## config.mk

```make
export PLATFORM = sky130hd
export DESIGN_NAME = stopwatch_ctrl_flat
export DESIGN_NICKNAME = d
export VERILOG_FILES = /design/src/rtl/stopwatch_pkg.sv /design/src/rtl/stopwatch_if.sv /design/src/rtl/key_debounce.sv /design/src/rtl/stopwatch_ctrl.sv /design/src/flat_wrapper.sv
export SDC_FILE = /design/constraint.sdc
export NUM_CORES = 1
export LEC_CHECK = 0
export CAP_MARGIN = 25
export CORE_MARGIN = 10
export CORE_UTILIZATION = 61
export CTS_CLUSTER_DIAMETER = 30
export DETAILED_ROUTE_END_ITERATION = 8
export PLACE_DENSITY = 0.78
export SLEW_MARGIN = 10
export SYNTH_ARGS = -nofsm -noshare
export SYNTH_HDL_FRONTEND = slang
export SYNTH_SLANG_ARGS = --single-unit
```

## constraint.sdc

```tcl
create_clock -name clk -period 3 [get_ports clk]
set_clock_uncertainty 0.1 [all_clocks]
set_input_delay 0.3 -clock clk [delete_from_list [all_inputs] [get_ports clk]]
set_output_delay 0.3 -clock clk [all_outputs]
set_load 0.005 [all_outputs]
```

## src/rtl/stopwatch_pkg.sv

```systemverilog
// Shared types and 50 MHz default timing constants for the stopwatch controller.
package stopwatch_pkg;

  typedef enum logic [1:0] {
    IDLE    = 2'd0,
    RUNNING = 2'd1,
    PAUSED  = 2'd2
  } sw_state_t;

  localparam int unsigned DEBOUNCE_CYCLES_DEF = 1_000_000;
  localparam int unsigned TICK_CYCLES_DEF     = 500_000;
  localparam int unsigned CW_DEF              = 32;

endpackage

```

## src/rtl/stopwatch_if.sv

```systemverilog
// Key inputs and datapath control outputs of the stopwatch controller.
interface stopwatch_if;
  logic       key_start_pause;
  logic       key_display_stop;
  logic       key_clear;
  logic       tick;
  logic       disp_en;
  logic       clear;
  logic       run;
  logic [3:0] led;

  modport master (
    output key_start_pause, key_display_stop, key_clear,
    input  tick, disp_en, clear, run, led
  );

  modport slave (
    input  key_start_pause, key_display_stop, key_clear,
    output tick, disp_en, clear, run, led
  );
endinterface

```

## src/rtl/key_debounce.sv

```systemverilog
// Active-low key: 2-FF synchronizer plus stable-level counter; one press pulse per press.
module key_debounce #(
  parameter int unsigned DEBOUNCE_CYCLES = 1_000_000,
  parameter int unsigned CW              = 32
) (
  input  logic clk,
  input  logic rst_n,
  input  logic key,
  output logic press
);

  localparam logic [CW-1:0] LAST = CW'(DEBOUNCE_CYCLES - 1);

  logic          sync1;
  logic          sync2;
  logic          armed;
  logic          level_ok;
  logic [CW-1:0] cnt;

  always_ff @(posedge clk or negedge rst_n) begin
    if (!rst_n) begin
      sync1 <= 1'b1;
      sync2 <= 1'b1;
    end else begin
      sync1 <= key;
      sync2 <= sync1;
    end
  end

  // Armed: counting a stable press. Disarmed: counting a stable release before re-arm.
  assign level_ok = armed ? !sync2 : sync2;

  always_ff @(posedge clk or negedge rst_n) begin
    if (!rst_n) begin
      armed <= 1'b0;
      cnt   <= '0;
      press <= 1'b0;
    end else begin
      press <= 1'b0;
      if (!level_ok) begin
        cnt <= '0;
      end else if (cnt == LAST) begin
        cnt   <= '0;
        armed <= !armed;
        press <= armed;
      end else begin
        cnt <= cnt + CW'(1);
      end
    end
  end

endmodule

```

## src/rtl/stopwatch_ctrl.sv

```systemverilog
// Stopwatch sequencing: debounced keys, start/pause/clear FSM, 10 ms prescaler.
//   state   | meaning
//   IDLE    | stopped and zeroed, prescaler held at 0
//   RUNNING | prescaler counting, tick issued on each wrap
//   PAUSED  | prescaler held mid-interval, resume finishes it
module stopwatch_ctrl
  import stopwatch_pkg::*;
#(
  parameter int unsigned DEBOUNCE_CYCLES = DEBOUNCE_CYCLES_DEF,
  parameter int unsigned TICK_CYCLES     = TICK_CYCLES_DEF,
  parameter int unsigned CW              = CW_DEF
) (
  input  logic        clk,
  input  logic        key_reset,
  stopwatch_if.slave  sw
);

  localparam logic [CW-1:0] PRESC_LAST = CW'(TICK_CYCLES - 1);

  logic          press_sp;
  logic          press_ds;
  logic          press_cl;
  logic          go_sp;
  logic          go_ds;
  sw_state_t     state;
  sw_state_t     state_nx;
  logic [CW-1:0] presc;
  logic [CW-1:0] presc_nx;
  logic          frozen;
  logic          frozen_nx;
  logic          clear_q;
  logic          clear_nx;
  logic          tick_tgl;
  logic          wrap;

  key_debounce #(.DEBOUNCE_CYCLES(DEBOUNCE_CYCLES), .CW(CW)) u_db_sp (
    .clk(clk), .rst_n(key_reset), .key(sw.key_start_pause), .press(press_sp)
  );
  key_debounce #(.DEBOUNCE_CYCLES(DEBOUNCE_CYCLES), .CW(CW)) u_db_ds (
    .clk(clk), .rst_n(key_reset), .key(sw.key_display_stop), .press(press_ds)
  );
  key_debounce #(.DEBOUNCE_CYCLES(DEBOUNCE_CYCLES), .CW(CW)) u_db_cl (
    .clk(clk), .rst_n(key_reset), .key(sw.key_clear), .press(press_cl)
  );

  // Clear outranks start/pause, which outranks display stop; losers are dropped.
  assign go_sp = press_sp && !press_cl;
  assign go_ds = press_ds && !press_cl && !press_sp;

  assign wrap = (state == RUNNING) && (presc == PRESC_LAST);

  always_ff @(posedge clk or negedge key_reset) begin
    if (!key_reset) begin
      state    <= IDLE;
      presc    <= '0;
      frozen   <= 1'b0;
      clear_q  <= 1'b0;
      tick_tgl <= 1'b0;
    end else begin
      state   <= state_nx;
      presc   <= presc_nx;
      frozen  <= frozen_nx;
      clear_q <= clear_nx;
      if (sw.tick) tick_tgl <= !tick_tgl;
    end
  end

  always_comb begin
    state_nx  = state;
    presc_nx  = presc;
    frozen_nx = frozen;
    clear_nx  = 1'b0;
    if (state == RUNNING) presc_nx = wrap ? '0 : presc + CW'(1);
    if (press_cl) begin
      state_nx  = IDLE;
      presc_nx  = '0;
      frozen_nx = 1'b0;
      clear_nx  = 1'b1;
    end else if (go_sp) begin
      unique case (state)
        IDLE:    state_nx = RUNNING;
        RUNNING: state_nx = PAUSED;
        PAUSED:  state_nx = RUNNING;
        default: state_nx = IDLE;
      endcase
    end else if (go_ds) begin
      frozen_nx = !frozen;
    end
  end

  assign sw.tick    = wrap && !clear_q;
  assign sw.clear   = clear_q;
  assign sw.run     = (state == RUNNING);
  assign sw.disp_en = !frozen;
  assign sw.led     = {tick_tgl, frozen, state == PAUSED, state == RUNNING};

endmodule
```

## src/flat_wrapper.sv

```systemverilog
// flat-port wrapper written by rule: the top's interface ports become plain ports
module stopwatch_ctrl_flat import stopwatch_pkg::*;
#(
  parameter int unsigned DEBOUNCE_CYCLES = DEBOUNCE_CYCLES_DEF,
  parameter int unsigned TICK_CYCLES     = TICK_CYCLES_DEF,
  parameter int unsigned CW              = CW_DEF
)
  (clk, key_reset, sw_key_start_pause, sw_key_display_stop, sw_key_clear, sw_tick, sw_disp_en, sw_clear, sw_run, sw_led);
  stopwatch_if sw_i ();
  input  logic clk;
  input  logic key_reset;
  input wire logic [$bits(sw_i.key_start_pause)-1:0] sw_key_start_pause;
  input wire logic [$bits(sw_i.key_display_stop)-1:0] sw_key_display_stop;
  input wire logic [$bits(sw_i.key_clear)-1:0] sw_key_clear;
  output wire logic [$bits(sw_i.tick)-1:0] sw_tick;
  output wire logic [$bits(sw_i.disp_en)-1:0] sw_disp_en;
  output wire logic [$bits(sw_i.clear)-1:0] sw_clear;
  output wire logic [$bits(sw_i.run)-1:0] sw_run;
  output wire logic [$bits(sw_i.led)-1:0] sw_led;
  assign sw_i.key_start_pause = sw_key_start_pause;
  assign sw_i.key_display_stop = sw_key_display_stop;
  assign sw_i.key_clear = sw_key_clear;
  assign sw_tick = sw_i.tick;
  assign sw_disp_en = sw_i.disp_en;
  assign sw_clear = sw_i.clear;
  assign sw_run = sw_i.run;
  assign sw_led = sw_i.led;
  stopwatch_ctrl #(.DEBOUNCE_CYCLES(DEBOUNCE_CYCLES), .TICK_CYCLES(TICK_CYCLES), .CW(CW)) u_core (.clk(clk), .key_reset(key_reset), .sw(sw_i));
endmodule
```

==> metrics.txt <==
crit path kind register to output port; PnR worst setup slack 214.7 ps; Via Count 5,690; Syn Area/Cell 9.612 sq um; TritonRoute pass-1 iters 5; area of the mapped netlist 7296 sq um; async set-reset flop share out of synthesis 100.0%; Peak VDD IR 0.5594 mV; worst r2r src u_core.state[1]; CP required 2600 ps; Sink Count 145; period utilization 92.84%; Crit. End Element output port; final core occ 70.98%; placed cells around 900; Most used DFF post-synth dfrtp_1; PortBufs 12; starting DRC count in detailed routing between 600 and 700; minimum clock period 2785 ps; Fin Setup TNS 0 ps; clk buf depth 2; Yosys top cell by area dfrtp_1; Min Hold Slack 179.4 ps; r2r endpoint u_core.presc[18]; RSZ-0062 raised after global routing no; n_diodes 0; Initial Utilization 63.09%; Final GP Congestion 0.8719; Worst Max-Slew Pin Slew 983.3 ps; Fill cells 856; Yosys cell types roughly 50; CP Launch Point u_core.presc[9]; CP max FO 8; DRT Wirelength 15.09 mm; Core Area 11,560 sq um; Die Ht approximately 130 um; GRT Overall Usage 19.25%; share of cells above drive strength 1 9.010%; leakage power 3.455 nW; power per cell area 515.9 nW/um^2; largest net degree at the start of global routing 60; post-synthesis sequential area ratio 49.84%; Post-Synthesis Cells roughly 760; total of max-cap violations 0; Post-Place Setup Slack 184.7 ps; clk slew on worst S/H paths about 60 ps; Final Setup Violations 0; drt wl/cell 16.21 um; vias in the first global route 5,650; Root Buffer Master clkbuf_16; Yosys top cell area share 47.68%; Worst R2R Path Depth 7; Hold Vio Cnt, Final 0; critical path endpoint sw_tick; DP HPWL 9.781 mm; Post-Syn Nets 768; final-stage net count 785; H-tree depth 4; die width 129.4 um; CTS tree done; Inserted Clock Buffers 17; Synth Warn # 0; Post-route DRC 0; Post-synth top cells 139 x dfrtp_1, 109 x nor2_1, 62 x xor2_1; main area contributors after synthesis dfrtp_1 48%, xor2_1 7.4%, nor2_1 5.6%, nand4_1 4.1%, nand3_1 3.8%; first-pass GRT wire length between 20 and 30 mm; fin cells just over 900; Skew-Pair Late Insertion Delay roughly 420 ps; post-route ant nets 0; number of enable flip-flop cells after synthesis 0; startpoint types register; Rows 39; CP arrival 2390 ps; Pins Over Slew Limit 0; worst rel slew slack 34.30%; R2R Setup Slk 280 ps; fmax between 0.3 and 0.4 GHz; area grow syn2layout 12.52%; initial antenna violation count 0; hold crit path type primary input to register; most common cell in the netlist dfrtp_1; die area 16,730 sq um; grt ovf 0; number of vias per cell roughly 6; I/O Pins 13; status finished clean; #FFs+latches synth 145
[cell families after synthesis]
group / count (synthesis) / synth area share, %
buffers and inverters: 46 / 2.778
AND/OR/NAND/NOR: 380 / 27.70
flip-flops: 145 / 49.84
adder cells (fa/ha/maj): 4 / 0.6860
AO/OA/AOI/OAI: 88 / 7.203
XOR/XNOR: 84 / 10.08
multiplexers: 12 / 1.715
[critical path: stages (launching register included)]
cell	delay [ps]
dfrtp_2	450
or4_4	540
nor4_4	300
and2_4	200
nor3b_4	210
dlygate4sd2_1	270
[placed cells by master (no fill, tap or decap), types with 4 or more instances in the layout]
master,count
nand2b_1,7
xor2_1,62
nor4_1,20
a21oi_1,26
nand2_1,49
or3_1,11
a31oi_1,20
mux2i_1,8
and4_1,14
mux2_2,4
o21ai_0,24
clkdlybuf4s50_1,10
nor3_1,13
dfstp_2,6
inv_1,15
and3_1,22
nand4_1,48
clkbuf_16,17
dfrtp_1,138
xnor2_1,22
nor4b_1,5
nor2_1,109
nand3_1,56
buf_4,15
ha_1,4
[timing repair]
item | 4_1_cts | 5_1_grt
gates resized for setup | 4 | 0
setup endpoints to repair | 1 | 0
setup buffers | 2 | 0
hold buffers | 1 | 0
endpoints found under the hold margin | 57 | 0
[through the flow]
stage          cell area, sq um  power, mW
6_report                   8209      4.235
5_1_grt                    8209      4.368
4_1_cts                    8209      4.270
3_5_place_dp               7575      2.112
3_3_place_gp               7575      2.109
2_1_floorplan              7296      2.053
[worst min-delay path by stage]
stage                         from                     end  cells past startpoint
2_1_floorplan            key_reset           u_core.frozen                      0
3_3_place_gp             key_reset  u_core.u_db_sp.cnt[26]                      1
6_report       sw_key_display_stop    u_core.u_db_ds.sync1                      1
3_5_place_dp             key_reset  u_core.u_db_sp.cnt[25]                      1
5_1_grt         sw_key_start_pause    u_core.u_db_sp.sync1                      1
4_1_cts        sw_key_display_stop    u_core.u_db_ds.sync1                      1
[layout make-up]
type / count / area [sq um] / share of cell area (%)
repair buffers: 29 / 262.8 / 3.201
well taps: 143 / 178.9 / 2.180
clock buffers: 19 / 442.9 / 5.396
multi-input cells: 568 / 3473 / 42.31
clock inverters: 12 / 157.7 / 1.920
flip-flops and latches: 145 / 3637 / 44.31
inverters: 15 / 56.30 / 0.6859
[metal layers]
| metal | vias to the layer above | share of wire, % | global-route usage [%] |
|---|---|---|---|
| met5 | - | 0 | 0 |
| met4 | 0 | 1.6 | 7.224 |
| met3 | 23 | 4.1 | 5.139 |
| met2 | 144 | 49 | 30.19 |
| met1 | 2765 | 45 | 25.12 |
| li1 | 2758 | - | - |
[power by group]
group / switching, mW / internal (mW)
Sequential: 0.0132 / 1.97
Clock: 0.830 / 1.33
Combinational: 0.0659 / 0.0224
Total: 0.909 / 3.33
[sequential cells by signal, summed over array words and instances (netlist names)]
name / count
u_core.u_db_sp.cnt: 32
u_core.u_db_sp.press: 1
u_core.u_db_ds.press: 1
u_core.presc: 32
u_core.u_db_sp.sync2: 1
u_core.u_db_sp.sync1: 1
u_core.u_db_cl.sync1: 1
u_core.u_db_cl.cnt: 32
u_core.u_db_ds.sync1: 1
u_core.state: 2
u_core.u_db_cl.sync2: 1
u_core.sw.clear: 1
u_core.u_db_sp.armed: 1
u_core.u_db_cl.press: 1
u_core.u_db_cl.armed: 1
u_core.tick_tgl: 1
u_core.u_db_ds.sync2: 1
u_core.u_db_ds.armed: 1
u_core.u_db_ds.cnt: 32
u_core.frozen: 1
(Power assumes the default switching activity.)
==> variant 1: new RTL, same settings <==
Set the package constant `CW_DEF` to 64 (it was 32).
--- a/src/rtl/stopwatch_pkg.sv
+++ b/src/rtl/stopwatch_pkg.sv
@@ -9,7 +9,7 @@
 
   localparam int unsigned DEBOUNCE_CYCLES_DEF = 1_000_000;
   localparam int unsigned TICK_CYCLES_DEF     = 500_000;
-  localparam int unsigned CW_DEF              = 32;
+  localparam int unsigned CW_DEF              = 64;
 
 endpackage
 
Function: same outputs for any inputs over 10 cycles, from zero or initial values and one cycle with key_reset low; that may be too few to reach the edited logic, so the function may still have changed.
==> variant 1 against the unedited design <==
The run now ends with setup timing left. Via count is 120% higher. Design area is 110% higher. Sequential power is 87% higher. Setup slack worse by 0.23 ns. Power is 150% higher. Critical path depth stayed put. Wire length is 140% higher. Fmax is 7.6% lower. Sequential cell count is 128 higher. Area after synthesis is 100% higher. Non-clock buffer count is 53 higher.
==> variant 1: results (changes against the unedited design) <==
- GRT met2 Usage: 0.389 (was 0.302)
- Post-synthesis sequential area ratio: 0.470 (was 0.498)
- PnR worst setup slack: -0.0128 ns (was 0.215 ns)
- H-tree depth: 2 (was 4)
- VDD IR max: 580 uV (was 559 uV)
- Netlist cell types: 53 (was 51)
- Worst-path fanout max: 2 (was 8)
- Layout Nets: 1682 (was 785)
- Hold Startpoint: sw_key_clear (was sw_key_display_stop)
- P_comb: 0.160 mW (was 0.0883 mW)
- Global routing met3 resource utilization: 0.0407 (was 0.0514)
- Status: complete, but fails checks (was completed)
- Longest Clk Path Bufs: 3 (was 2)
- Worst slew pin tran: 0.757 ns (was 0.983 ns)
- Average wire per cell in the routed design: 18.0 microns (was 16.2 microns)
- Post_cts resized: 7 (was 4)
- Synth top area cells: dfrtp_1 46%, xnor2_1 6.6%, nor2_1 6.4%, xor2_1 4.6%, nor4_1 3.9% (was dfrtp_1 48%, xor2_1 7.4%, nor2_1 5.6%, nand4_1 4.1%, nand3_1 3.8%)
- Met3 routed WL: 2300 microns (was 612 microns)
- Num CTS Buffers: 57 (was 17)
- RD Place Congestion: 0.961 (was 0.872)
- Post-Synth XOR/XNOR Area: 0.111 (was 0.101)
- Post-Synth Adder-Cell Area: 0.00344 (was 0.00686)
- Placed insts: 1925 (was 897)
- Multi-input gate area: 7250 sq um (was 3470 sq um)
- Final setup fails: 1 (was 0)
- Met1 WL: 15600 microns (was 6780 microns)
- Failing checks: setup timing
- Mux cell area share after synthesis: 0.0127 (was 0.0171)
- Worst setup path start: u_core.presc[40]$_DFFE_PN0P_ (was u_core.presc[9]$_DFFE_PN0P_)
- Cell count after synthesis: 1601 (was 759)
- DR pass1 iterations: 6 (was 5)
- Post-synthesis compound-gate area fraction: 0.0533 (was 0.0720)
- Reg2reg end: u_core.presc[44]$_DFFE_PN0P_ (was u_core.presc[18]$_DFFE_PN0P_)
- Final wirelength: 36700 microns (was 15100 microns)
[variant 1: cell count changes in the layout (fill, tap and decap cells not counted), sizes merged, moves of 34 or more]
cell | before | now
nand2 | 49 | 114
clkbuf | 19 | 67
nor2 | 109 | 251
dfrtp | 139 | 267
nand4 | 48 | 88
nor4 | 25 | 96
xnor2 | 22 | 109
nand3 | 56 | 102
buf | 17 | 71
nor3 | 13 | 63
inv | 18 | 52
[variant 1: through the flow]
step | hold slack [ns] | power [mW]
after floorplan | -0.0956 | 3.83
after global placement | 0.248 | 3.94
after detailed placement | 0.247 | 3.94
after CTS | 0.0244 | 10.6
after global routing | 0.0437 | 10.8
final | 0.0410 | 10.5
[variant 1: cell type report]
cell class,count,area share
inverters,44,0.00947
flip-flops and latches,273,0.392
clock buffers,67,0.0886
clock inverters,41,0.0288
well taps,319,0.0229
multi-input cells,1215,0.415
repair buffers,82,0.0429
==> variant 2: new RTL, config.mk and constraints unchanged <==
Made on the original files. Reset style: synchronous (`key_reset` and `rst_n`), changed in 3 clocked blocks.
--- a/src/rtl/key_debounce.sv
+++ b/src/rtl/key_debounce.sv
@@ -17,7 +17,7 @@
   logic          level_ok;
   logic [CW-1:0] cnt;
 
-  always_ff @(posedge clk or negedge rst_n) begin
+  always_ff @(posedge clk) begin
     if (!rst_n) begin
       sync1 <= 1'b1;
       sync2 <= 1'b1;
@@ -30,7 +30,7 @@
   // Armed: counting a stable press. Disarmed: counting a stable release before re-arm.
   assign level_ok = armed ? !sync2 : sync2;
 
-  always_ff @(posedge clk or negedge rst_n) begin
+  always_ff @(posedge clk) begin
     if (!rst_n) begin
       armed <= 1'b0;
       cnt   <= '0;
--- a/src/rtl/stopwatch_ctrl.sv
+++ b/src/rtl/stopwatch_ctrl.sv
@@ -49,7 +49,7 @@
 
   assign wrap = (state == RUNNING) && (presc == PRESC_LAST);
 
-  always_ff @(posedge clk or negedge key_reset) begin
+  always_ff @(posedge clk) begin
     if (!key_reset) begin
       state    <= IDLE;
       presc    <= '0;
Check against the original RTL: same outputs for any inputs over 10 cycles, from zero or initial values and one cycle with key_reset low; that may be too few to reach the edited logic, so the function may still have changed.
==> variant 2 against the unedited design <==
Wire length shrank 11%. Final cell count decreased by 2.3%. Power fell by 1.1%. Sequential cell count unchanged. Sequential power shrank 2%. Sequential share of layout area decreased by 5.0 points. Area after synthesis is 10% lower. Design area is 10% lower. Setup slack got worse by 0.038 ns. Critical path depth is 1 lower. Critical path type unchanged. Largest cell class is now multi-input gates.
==> variant 2: results (changes against the unedited design) <==
- Register area: 2900 sq um (was 3640 sq um)
- Mapped Nets: 756 (was 768)
- Non-clock buffering overhead: 0.0280 (was 0.0320)
- Largest net degree at the start of global routing: 33 (was 60)
- Final wirelength: 13500 microns (was 15100 microns)
- Worst slew margin: 0.390 (was 0.343)
- Top post-synthesis cells by count: 145 x dfxtp_1, 134 x nor2_1, 85 x xor2_1 (was 139 x dfrtp_1, 109 x nor2_1, 62 x xor2_1)
- Worst-path fanout max: 7 (was 8)
- Place WS: 0.446 ns (was 0.185 ns)
- Non-filler cells, final: 910 (was 931)
- GRT Overall Usage: 0.185 (was 0.192)
- Synth top area cells: dfxtp_1 44%, xor2_1 11%, nor2_1 7.7%, nand4_1 4.8%, xnor2_1 4.7% (was dfrtp_1 48%, xor2_1 7.4%, nor2_1 5.6%, nand4_1 4.1%, nand3_1 3.8%)
- Fill cell count: 802 (was 856)
- Post-CTS setup buffer count: 0 (was 2)
- Area grow syn2layout: 13.0% (was 12.5%)
- Mapped Avg Cell Area: 8.75 sq um (was 9.61 sq um)
- First-pass GRT wire length: 23300 microns (was 26500 microns)
- Netlist cell types: 42 (was 51)
- Post-synthesis sequential area ratio: 0.444 (was 0.498)
- VDD IR max: 438 uV (was 559 uV)
- CP max stage delay: 0.50 ns (was 0.54 ns)
- Psw: 0.846 mW (was 0.909 mW)
- Initial DRC count: 410 (was 601)
- Flip-flop and latch power: 1.95 mW (was 1.99 mW)
- Critical path's slowest cell: or4b_1 (was or4_4)
- Comb_multi_in: 566 (was 568)
- GRT met2 Usage: 0.317 (was 0.302)
- Global routing met3 resource utilization: 0.0392 (was 0.0514)
- Placed insts: 880 (was 897)
- Bufs w/o clock: 22 (was 29)
- Status: completed (unchanged)
- Layout Nets: 772 (was 785)
- Non-CTS inverters: 11 (was 15)
- Worst r2r path cells: 5 (was 7)
- Met1 WL: 6000 microns (was 6780 microns)
- Multi-input gate area: 3460 sq um (was 3470 sq um)
- Switching Fraction: 0.202 (was 0.215)
- Dpl hpwl: 9000 microns (was 9780 microns)
- Met3 routed WL: 438 microns (was 612 microns)
- Number of global-route vias before repair: 5069 (was 5650)
- Met2 Routed Length: 6860 microns (was 7450 microns)
## variant 2: cell count changes after synthesis, moves of 19 or more
cell     change
xor2_1      +23
dfrtp_1    -139
a31oi_1     -19
a21oi_1     -21
nor2_1      +25
o21ai_0     -21
dfxtp_1    +145
## variant 2: kinds of logic after synthesis
kind of cell,after synthesis,synth area share
buffers and inverters,36,0.0264
XOR/XNOR,120,0.161
flip-flops,145,0.444
AND/OR/NAND/NOR,423,0.338
multiplexers,6,0.00919
AO/OA/AOI/OAI,13,0.0136
adder cells (fa/ha/maj),4,0.00766
## variant 2: worst paths after layout
check / start / to / slack [ns]
min: sw_key_display_stop / u_core.u_db_ds.sync1$_SDFF_PN1_ / 0.23
min reg2reg: u_core.u_db_cl.sync1$_SDFF_PN1_ / u_core.u_db_cl.sync2$_SDFF_PN1_ / 0.30
max reg2reg: u_core.presc[13]$_SDFFE_PP0P_ / u_core.presc[18]$_SDFFE_PP0P_ / 0.47
max: u_core.presc[13]$_SDFFE_PP0P_ / sw_tick / 0.18
